**src/rtl/sxrom_mapper_pkg.sv**
```systemverilog
// mapper_pkg: shared types and constants for the cartridge mapper set
package mapper_pkg;
  localparam int ADDR_BITS = 20;
  localparam logic [4:0] CTRL_RESET = 5'h0C;
  typedef enum logic [1:0] {ONE_A, ONE_B, VERT, HORZ} mirror_e;
  typedef enum logic [1:0] {PRG_32K_A, PRG_32K_B, PRG_FIX_FIRST, PRG_FIX_LAST} prg_mode_e;
  typedef enum logic [1:0] {REG_CTRL, REG_CHR0, REG_CHR1, REG_PRG} reg_sel_e;
endpackage

```
**src/rtl/sxrom_mapper_if.sv**
```systemverilog
// map_bus: cartridge bus between console side and a mapper
interface map_bus;
  import mapper_pkg::*;
  logic                 m2;
  logic [15:0]          cpu_addr;
  logic                 cpu_rw;
  logic [7:0]           cpu_data_in;
  logic [13:0]          ppu_addr;
  logic                 ppu_rd;
  logic                 ppu_wr;
  logic                 chr_ram;
  logic                 sst_enable;
  logic [ADDR_BITS-1:0] prg_addr;
  logic                 prg_oe;
  logic                 prg_we;
  logic                 wram_ce;
  logic                 cpu_data_oe;
  logic [ADDR_BITS-1:0] chr_addr;
  logic                 chr_ce;
  logic                 chr_oe;
  logic                 chr_we;
  logic                 ciram_ce;
  logic                 ciram_a10;
  logic [15:0]          audio;
  modport mapper (
    input  m2, cpu_addr, cpu_rw, cpu_data_in, ppu_addr, ppu_rd, ppu_wr, chr_ram, sst_enable,
    output prg_addr, prg_oe, prg_we, wram_ce, cpu_data_oe, chr_addr, chr_ce, chr_oe, chr_we,
           ciram_ce, ciram_a10, audio
  );
  modport slave (
    input  m2, cpu_addr, cpu_rw, cpu_data_in, ppu_addr, ppu_rd, ppu_wr, chr_ram, sst_enable,
    output prg_addr, prg_oe, prg_we, wram_ce, cpu_data_oe, chr_addr, chr_ce, chr_oe, chr_we,
           ciram_ce, ciram_a10, audio
  );
  modport master (
    output m2, cpu_addr, cpu_rw, cpu_data_in, ppu_addr, ppu_rd, ppu_wr, chr_ram, sst_enable,
    input  prg_addr, prg_oe, prg_we, wram_ce, cpu_data_oe, chr_addr, chr_ce, chr_oe, chr_we,
           ciram_ce, ciram_a10, audio
  );
endinterface

```
**src/rtl/sxrom_mapper_m2_cycle_detect.sv**
```systemverilog
// m2_cycle_detect: synchronise M2 and emit a one-clk strobe with the captured bus at each cycle end
module m2_cycle_detect (
  input  logic        clk,
  input  logic        rst_n,
  input  logic        i_m2,
  input  logic [15:0] i_addr,
  input  logic        i_rw,
  input  logic [7:0]  i_data,
  output logic        o_cycle_end,
  output logic [15:0] o_addr,
  output logic        o_rw,
  output logic [7:0]  o_data
);
  logic [2:0]  r_m2;
  logic [15:0] r_addr;
  logic        r_rw;
  logic [7:0]  r_data;
  // two sync flops plus one delayed copy for falling-edge detection; cleared so reset never fakes an edge
  always_ff @(posedge clk) begin
    if (!rst_n) r_m2 <= '0;
    else r_m2 <= {r_m2[1:0], i_m2};
  end
  // track the bus while synchronised M2 is high so the last high clk's values survive the fall
  always_ff @(posedge clk) begin
    if (r_m2[1]) begin
      r_addr <= i_addr;
      r_rw   <= i_rw;
      r_data <= i_data;
    end
  end
  assign o_cycle_end = r_m2[2] & ~r_m2[1];
  assign o_addr      = r_addr;
  assign o_rw        = r_rw;
  assign o_data      = r_data;
endmodule

```
**src/rtl/sxrom_mapper.sv**
```systemverilog
// sxrom_mapper: MMC1-class serial-load banked mapper
module sxrom_mapper
  import mapper_pkg::*;
#(
  parameter int PRG_BANK_BITS = 4,
  parameter int CHR_BANK_BITS = 5,
  parameter int WRAM_EN       = 1
) (
  input logic     clk,
  input logic     rst_n,
  map_bus.mapper  bus
);
  localparam int PB = PRG_BANK_BITS;
  localparam int CB = CHR_BANK_BITS;
  logic        w_end;
  logic [15:0] w_addr;
  logic        w_rw;
  logic [7:0]  w_data;
  logic [4:0]  r_sr;
  logic [2:0]  r_cnt;
  logic        r_prev_wr;
  logic [4:0]  r_ctrl;
  logic [4:0]  r_chr0;
  logic [4:0]  r_chr1;
  logic [4:0]  r_prg;
  m2_cycle_detect u_cyc (
    .clk        (clk),
    .rst_n      (rst_n),
    .i_m2       (bus.m2),
    .i_addr     (bus.cpu_addr),
    .i_rw       (bus.cpu_rw),
    .i_data     (bus.cpu_data_in),
    .o_cycle_end(w_end),
    .o_addr     (w_addr),
    .o_rw       (w_rw),
    .o_data     (w_data)
  );
  logic       w_serial;
  logic       w_last;
  logic [4:0] w_val;
  reg_sel_e   w_sel;
  logic       w_unused;
  assign w_serial = w_addr[15] && !w_rw;
  assign w_last   = r_cnt == 3'd4;
  assign w_val    = {w_data[0], r_sr[4:1]};
  assign w_sel    = reg_sel_e'(w_addr[14:13]);
  assign w_unused = &{1'b0, w_data[6:1]};
  // serial port: reset writes always land, data writes are dropped when they follow another serial write
  always_ff @(posedge clk) begin
    if (!rst_n) begin
      r_sr      <= '0;
      r_cnt     <= '0;
      r_prev_wr <= 1'b0;
      r_ctrl    <= CTRL_RESET;
      r_chr0    <= '0;
      r_chr1    <= '0;
      r_prg     <= '0;
    end else if (w_end && !bus.sst_enable) begin
      r_prev_wr <= w_serial;
      if (w_serial && w_data[7]) begin
        r_sr   <= '0;
        r_cnt  <= '0;
        r_ctrl <= r_ctrl | CTRL_RESET;
      end else if (w_serial && !r_prev_wr) begin
        r_sr  <= w_last ? 5'd0 : w_val;
        r_cnt <= w_last ? 3'd0 : r_cnt + 3'd1;
        if (w_last && w_sel == REG_CTRL) r_ctrl <= w_val;
        if (w_last && w_sel == REG_CHR0) r_chr0 <= w_val;
        if (w_last && w_sel == REG_CHR1) r_chr1 <= w_val;
        if (w_last && w_sel == REG_PRG)  r_prg  <= w_val;
      end
    end
  end
  mirror_e       w_mirror;
  prg_mode_e     w_mode;
  logic [PB-1:0] w_prg_reg;
  logic [PB-1:0] w_prg_bank;
  logic [CB-1:0] w_chr0;
  logic [CB-1:0] w_chr1;
  logic [CB-1:0] w_chr_bank;
  logic          w_a14;
  assign w_mirror   = mirror_e'(r_ctrl[1:0]);
  assign w_mode     = prg_mode_e'(r_ctrl[3:2]);
  assign w_prg_reg  = PB'(r_prg);
  assign w_chr0     = CB'(r_chr0);
  assign w_chr1     = CB'(r_chr1);
  assign w_a14      = bus.cpu_addr[14];
  assign w_prg_bank = (w_mode == PRG_FIX_FIRST) ? (w_a14 ? w_prg_reg : '0) :
                      (w_mode == PRG_FIX_LAST)  ? (w_a14 ? '1 : w_prg_reg) :
                      {w_prg_reg[PB-1:1], w_a14};
  assign w_chr_bank = r_ctrl[4] ? (bus.ppu_addr[12] ? w_chr1 : w_chr0) :
                      {w_chr0[CB-1:1], bus.ppu_addr[12]};
  assign bus.prg_addr    = bus.cpu_addr[15] ? ADDR_BITS'({w_prg_bank, bus.cpu_addr[13:0]}) :
                                              ADDR_BITS'(bus.cpu_addr[12:0]);
  assign bus.prg_oe      = bus.cpu_addr[15] && bus.cpu_rw;
  assign bus.prg_we      = 1'b0;
  assign bus.wram_ce     = (WRAM_EN != 0) && !r_prg[4] && bus.cpu_addr[15:13] == 3'b011;
  assign bus.cpu_data_oe = 1'b0;
  assign bus.chr_addr    = ADDR_BITS'({w_chr_bank, bus.ppu_addr[11:0]});
  assign bus.ciram_ce    = !bus.ppu_addr[13];
  assign bus.chr_ce      = !bus.ppu_addr[13];
  assign bus.chr_oe      = !bus.ppu_rd;
  assign bus.chr_we      = bus.chr_ram ? !bus.ppu_wr : 1'b0;
  assign bus.ciram_a10   = (w_mirror == ONE_A) ? 1'b0 :
                           (w_mirror == ONE_B) ? 1'b1 :
                           (w_mirror == VERT)  ? bus.ppu_addr[10] : bus.ppu_addr[11];
  assign bus.audio       = '0;
endmodule

```
**src/flat_wrapper.sv**
```systemverilog
// flat-port wrapper written by rule: the top's interface ports become plain ports
module sxrom_mapper_flat import mapper_pkg::*;
#(
  parameter int PRG_BANK_BITS = 4,
  parameter int CHR_BANK_BITS = 5,
  parameter int WRAM_EN       = 1
)
  (clk, rst_n, bus_m2, bus_cpu_addr, bus_cpu_rw, bus_cpu_data_in, bus_ppu_addr, bus_ppu_rd, bus_ppu_wr, bus_chr_ram, bus_sst_enable, bus_prg_addr, bus_prg_oe, bus_prg_we, bus_wram_ce, bus_cpu_data_oe, bus_chr_addr, bus_chr_ce, bus_chr_oe, bus_chr_we, bus_ciram_ce, bus_ciram_a10, bus_audio);
  map_bus bus_i ();
  input logic clk;
  input logic rst_n;
  input wire logic [$bits(bus_i.m2)-1:0] bus_m2;
  input wire logic [$bits(bus_i.cpu_addr)-1:0] bus_cpu_addr;
  input wire logic [$bits(bus_i.cpu_rw)-1:0] bus_cpu_rw;
  input wire logic [$bits(bus_i.cpu_data_in)-1:0] bus_cpu_data_in;
  input wire logic [$bits(bus_i.ppu_addr)-1:0] bus_ppu_addr;
  input wire logic [$bits(bus_i.ppu_rd)-1:0] bus_ppu_rd;
  input wire logic [$bits(bus_i.ppu_wr)-1:0] bus_ppu_wr;
  input wire logic [$bits(bus_i.chr_ram)-1:0] bus_chr_ram;
  input wire logic [$bits(bus_i.sst_enable)-1:0] bus_sst_enable;
  output wire logic [$bits(bus_i.prg_addr)-1:0] bus_prg_addr;
  output wire logic [$bits(bus_i.prg_oe)-1:0] bus_prg_oe;
  output wire logic [$bits(bus_i.prg_we)-1:0] bus_prg_we;
  output wire logic [$bits(bus_i.wram_ce)-1:0] bus_wram_ce;
  output wire logic [$bits(bus_i.cpu_data_oe)-1:0] bus_cpu_data_oe;
  output wire logic [$bits(bus_i.chr_addr)-1:0] bus_chr_addr;
  output wire logic [$bits(bus_i.chr_ce)-1:0] bus_chr_ce;
  output wire logic [$bits(bus_i.chr_oe)-1:0] bus_chr_oe;
  output wire logic [$bits(bus_i.chr_we)-1:0] bus_chr_we;
  output wire logic [$bits(bus_i.ciram_ce)-1:0] bus_ciram_ce;
  output wire logic [$bits(bus_i.ciram_a10)-1:0] bus_ciram_a10;
  output wire logic [$bits(bus_i.audio)-1:0] bus_audio;
  assign bus_i.m2 = bus_m2;
  assign bus_i.cpu_addr = bus_cpu_addr;
  assign bus_i.cpu_rw = bus_cpu_rw;
  assign bus_i.cpu_data_in = bus_cpu_data_in;
  assign bus_i.ppu_addr = bus_ppu_addr;
  assign bus_i.ppu_rd = bus_ppu_rd;
  assign bus_i.ppu_wr = bus_ppu_wr;
  assign bus_i.chr_ram = bus_chr_ram;
  assign bus_i.sst_enable = bus_sst_enable;
  assign bus_prg_addr = bus_i.prg_addr;
  assign bus_prg_oe = bus_i.prg_oe;
  assign bus_prg_we = bus_i.prg_we;
  assign bus_wram_ce = bus_i.wram_ce;
  assign bus_cpu_data_oe = bus_i.cpu_data_oe;
  assign bus_chr_addr = bus_i.chr_addr;
  assign bus_chr_ce = bus_i.chr_ce;
  assign bus_chr_oe = bus_i.chr_oe;
  assign bus_chr_we = bus_i.chr_we;
  assign bus_ciram_ce = bus_i.ciram_ce;
  assign bus_ciram_a10 = bus_i.ciram_a10;
  assign bus_audio = bus_i.audio;
  sxrom_mapper #(.PRG_BANK_BITS(PRG_BANK_BITS), .CHR_BANK_BITS(CHR_BANK_BITS), .WRAM_EN(WRAM_EN)) u_core (.clk(clk), .rst_n(rst_n), .bus(bus_i));
endmodule
```
**config.mk**
```make
export PLATFORM = sky130hd
export DESIGN_NAME = sxrom_mapper_flat
export DESIGN_NICKNAME = d
export VERILOG_FILES = /design/src/rtl/sxrom_mapper_pkg.sv /design/src/rtl/sxrom_mapper_if.sv /design/src/rtl/sxrom_mapper_m2_cycle_detect.sv /design/src/rtl/sxrom_mapper.sv /design/src/flat_wrapper.sv
export SDC_FILE = /design/constraint.sdc
export NUM_CORES = 1
export LEC_CHECK = 0
export CAP_MARGIN = 10
export CORE_MARGIN = 2
export CORE_UTILIZATION = 35
export CTS_CLUSTER_SIZE = 25
export DETAILED_ROUTE_END_ITERATION = 7
export GPL_ROUTABILITY_DRIVEN = 0
export GPL_TIMING_DRIVEN = 0
export PLACE_DENSITY = 0.75
export SYNTH_ARGS = -nofsm -noshare
export SYNTH_HDL_FRONTEND = slang
export SYNTH_SLANG_ARGS = --single-unit
export TNS_END_PERCENT = 50
```
**constraint.sdc**
```tcl
create_clock -name clk -period 5.02 [get_ports clk]
set_clock_uncertainty 0.15 [all_clocks]
set_input_delay 1.004 -clock clk [delete_from_list [all_inputs] [get_ports clk]]
set_output_delay 1.004 -clock clk [all_outputs]
set_load 0.05 [all_outputs]
```
==> impl_metrics.json <==
{
  "vias_per_cell": 4.41,
  "final_layout_size_suffix_gt1_share_pct": 21.9,
  "grt_usage_pct": 12.7,
  "min_period_ns": 4.02,
  "status": "complete, no violations",
  "clk_latency_ns": 0.29,
  "wl_um": 4110,
  "hold_path_class": "reg2reg",
  "io_buffer_count": 57,
  "p_leak_nw": 1.27,
  "worst_ep_arrival_time_ns": 2.87,
  "firstDrtPassIters": 4,
  "final_max_slew_viol_count": 0,
  "dpl_cell_area_um2": 2800,
  "async_reset_ff_share_pct": 0,
  "required_ns": 3.87,
  "ios": 111,
  "p_per_area_nw_per_um2": 241,
  "rsz0062_at_grt": "false",
  "finalHoldViolCount": 0,
  "tightestPinTransition_ns": 0.509,
  "max_cap_violations": 0,
  "syn_area_um2": 2060,
  "die_h_um": 80.7,
  "grt_overflow": 0,
  "die_area_um2": 6510,
  "vias": 1685,
  "place_inst": 375,
  "clock-root-buffer": "clkbuf_8",
  "yosysUniqueCellTypes": 38,
  "cts_resized": 0,
  "drtIter0Drc": 37,
  "drc": 0,
  "diodes": 0,
  "ys.flop_type": "dfxtp_1",
  "netlist_instances": 224,
  "grt_pass1_vias": 1507,
  "synth-simple-area-share_pct": 20.0,
  "synth_fa_ha_area_share_pct": 1.22,
  "avgSynthCellArea_um2": 9.18,
  "yosysWarnings": 0,
  "synth_top_area_share_pct": 30.2,
  "synthTopCellsByArea": "dfxtp_1 (30%), buf_4 (18%), mux2i_1 (8.8%)",
  "antenna_found_initial": 0,
  "start_util_pct": 36.7,
  "ir_drop_mv": 0.195,
  "ant_nets": 0,
  "setup_viol": 0,
  "ys_seq_area_share_pct": 38.9,
  "avgRoutedWirePerCell_um": 10.8,
  "cts_hold_buf": 0,
  "cts.htree.levels": 2,
  "clk_pin_slew_ns": 0.07,
  "die_w_um": 80.7,
  "stdcell_area_um2": 2890,
  "grt_pass1_wl_um": 6490,
  "synthMuxAreaShare_pct": 10.9,
  "synth_compound_area_share_pct": 8.64,
  "core_area_um2": 5610,
  "fin_setup_tns_ns": 0,
  "final_core_util_pct": 51.5,
  "path_class": "in2out",
  "grt_start_max_net_pins": 12,
  "cp-end-kind": "primary output",
  "synth-edff-count": 6,
  "cts_setup_buffers": 0,
  "rows": 27,
  "yosys.area.top_type": "dfxtp_1",
  "yosysMostFrequentCell": "buf_4",
  "yosys-top-cells-count": "buf_4 (49), nand2_1 (38), dfxtp_1 (31), mux2i_1 (18), a21boi_0 (12)",
  "synth_top_family_by_area": "buffers and inverters",
  "fmax_mhz": 249,
  "fill_cells": 519,
  "clock_sinks": 37,
  "synth_xor_xnor_area_share_pct": 0,
  "critPathLaunchType": "primary input",
  "cts_buffer_depth": 2,
  "reg2reg_slack_ns": 3.14,
  "finalNetCount": 358,
  "critical_path.max_fanout": 6,
  "hpwl_um": 3230,
  "yosys_register_bits": 37,
  "cts_buffers": 5,
  "final_cells": 382,
  "syn_to_final_growth_pct": 40.5,
  "cts_tree": "built",
  "max_slew_margin_pct": 65.8,
  "finalCritPeriodShare_pct": 80.2,
  "total_power_uw": 696
}
## layout by cell type, fill, tap and decap left out, types with 2 or more instances in the layout
cell | Yosys | final
conb_1 | 1 | 23
inv_1 | 7 | 7
ha_1 | 2 | 2
clkdlybuf4s50_1 | 0 | 57
edfxtp_1 | 6 | 6
clkbuf_8 | 0 | 6
nor3_1 | 3 | 3
nand2_1 | 38 | 38
dfxtp_1 | 31 | 31
o21ai_0 | 5 | 5
mux2_2 | 4 | 4
nor2_1 | 4 | 4
a21boi_0 | 12 | 12
buf_4 | 49 | 49
a21oi_1 | 3 | 3
nand3_1 | 7 | 7
o22a_1 | 2 | 2
nand2b_1 | 3 | 3
clkbuf_1 | 4 | 4
mux2i_1 | 18 | 18
and2_1 | 6 | 6
## where the power goes
| part | switching [mW] | internal, mW | total, mW |
|---|---|---|---|
| combinational | 0.116 | 0.0659 | 0.182 |
| clock | 0.0997 | 0.109 | 0.208 |
| sequential | 0.00240 | 0.304 | 0.306 |
| total | 0.218 | 0.478 | 0.696 |
## registers in the layout, summed over array words and instances, names as in the netlist
signal and count:
u_core.u_cyc.o_rw 1, u_core.r_prev_wr 1, u_core.u_cyc.o_addr 3, u_core.r_prg 5
u_core.r_chr1 5, u_core.r_cnt 3, u_core.r_ctrl 5, u_core.r_chr0 5
u_core.u_cyc.o_data 2, u_core.u_cyc.r_m2 3, u_core.r_sr 4
## logic make-up after synthesis
family | after synthesis
and+or+nand+nor | 75
buffers and inverters | 61
DFF | 37
AOI/OAI and AO/OA | 26
muxes | 22
adders and majority gates | 2
other | 1
## critical path, stage by stage
cell	delay (ns)
clkdlybuf4s50_1	0.56
and2_1	0.18
o21ai_0	0.08
a21boi_0	0.19
clkdlybuf4s50_1	0.85
## area by class of cell
class | instances | area (µm²) | share of cell area, %
Buffer | 54 | 388 | 13.4
Clock buffer | 6 | 82.6 | 2.86
Clock inverter | 1 | 6.26 | 0.217
Inverter | 7 | 26.3 | 0.909
Multi-Input combinational cell | 148 | 925 | 32.0
Sequential cell | 37 | 801 | 27.7
Tap cell | 72 | 90.1 | 3.12
Timing Repair Buffer | 57 | 571 | 19.7
## worst paths after layout
path / startpoint / end / depth (start not counted)
max: bus_cpu_addr[14] / bus_prg_addr[15] / 5
min: u_core.u_cyc.r_m2[0]$_SDFF_PN0_ / u_core.u_cyc.r_m2[1]$_SDFF_PN0_ / 1
max reg2reg: u_core.u_cyc.r_m2[1]$_SDFF_PN0_ / u_core.r_prg[4]$_SDFFE_PN0P_ / 4
min reg2reg: u_core.u_cyc.r_m2[0]$_SDFF_PN0_ / u_core.u_cyc.r_m2[1]$_SDFF_PN0_ / 1
## through the flow
stage	hold WS, ns	worst slack, ns
floorplan	0.262	1.54
global placement	0.263	1.04
detailed placement	0.272	1.02
CTS	0.288	0.999
global route	0.328	0.888
finish	0.284	0.996
## per-layer routing
metal / GRT usage [%] / share of wire, %
met5: 0 / 0
met4: 4.92 / 1.6
met3: 3.82 / 11
met2: 22.6 / 48
met1: 14.0 / 40
Power figures use the tool's default switching activity.
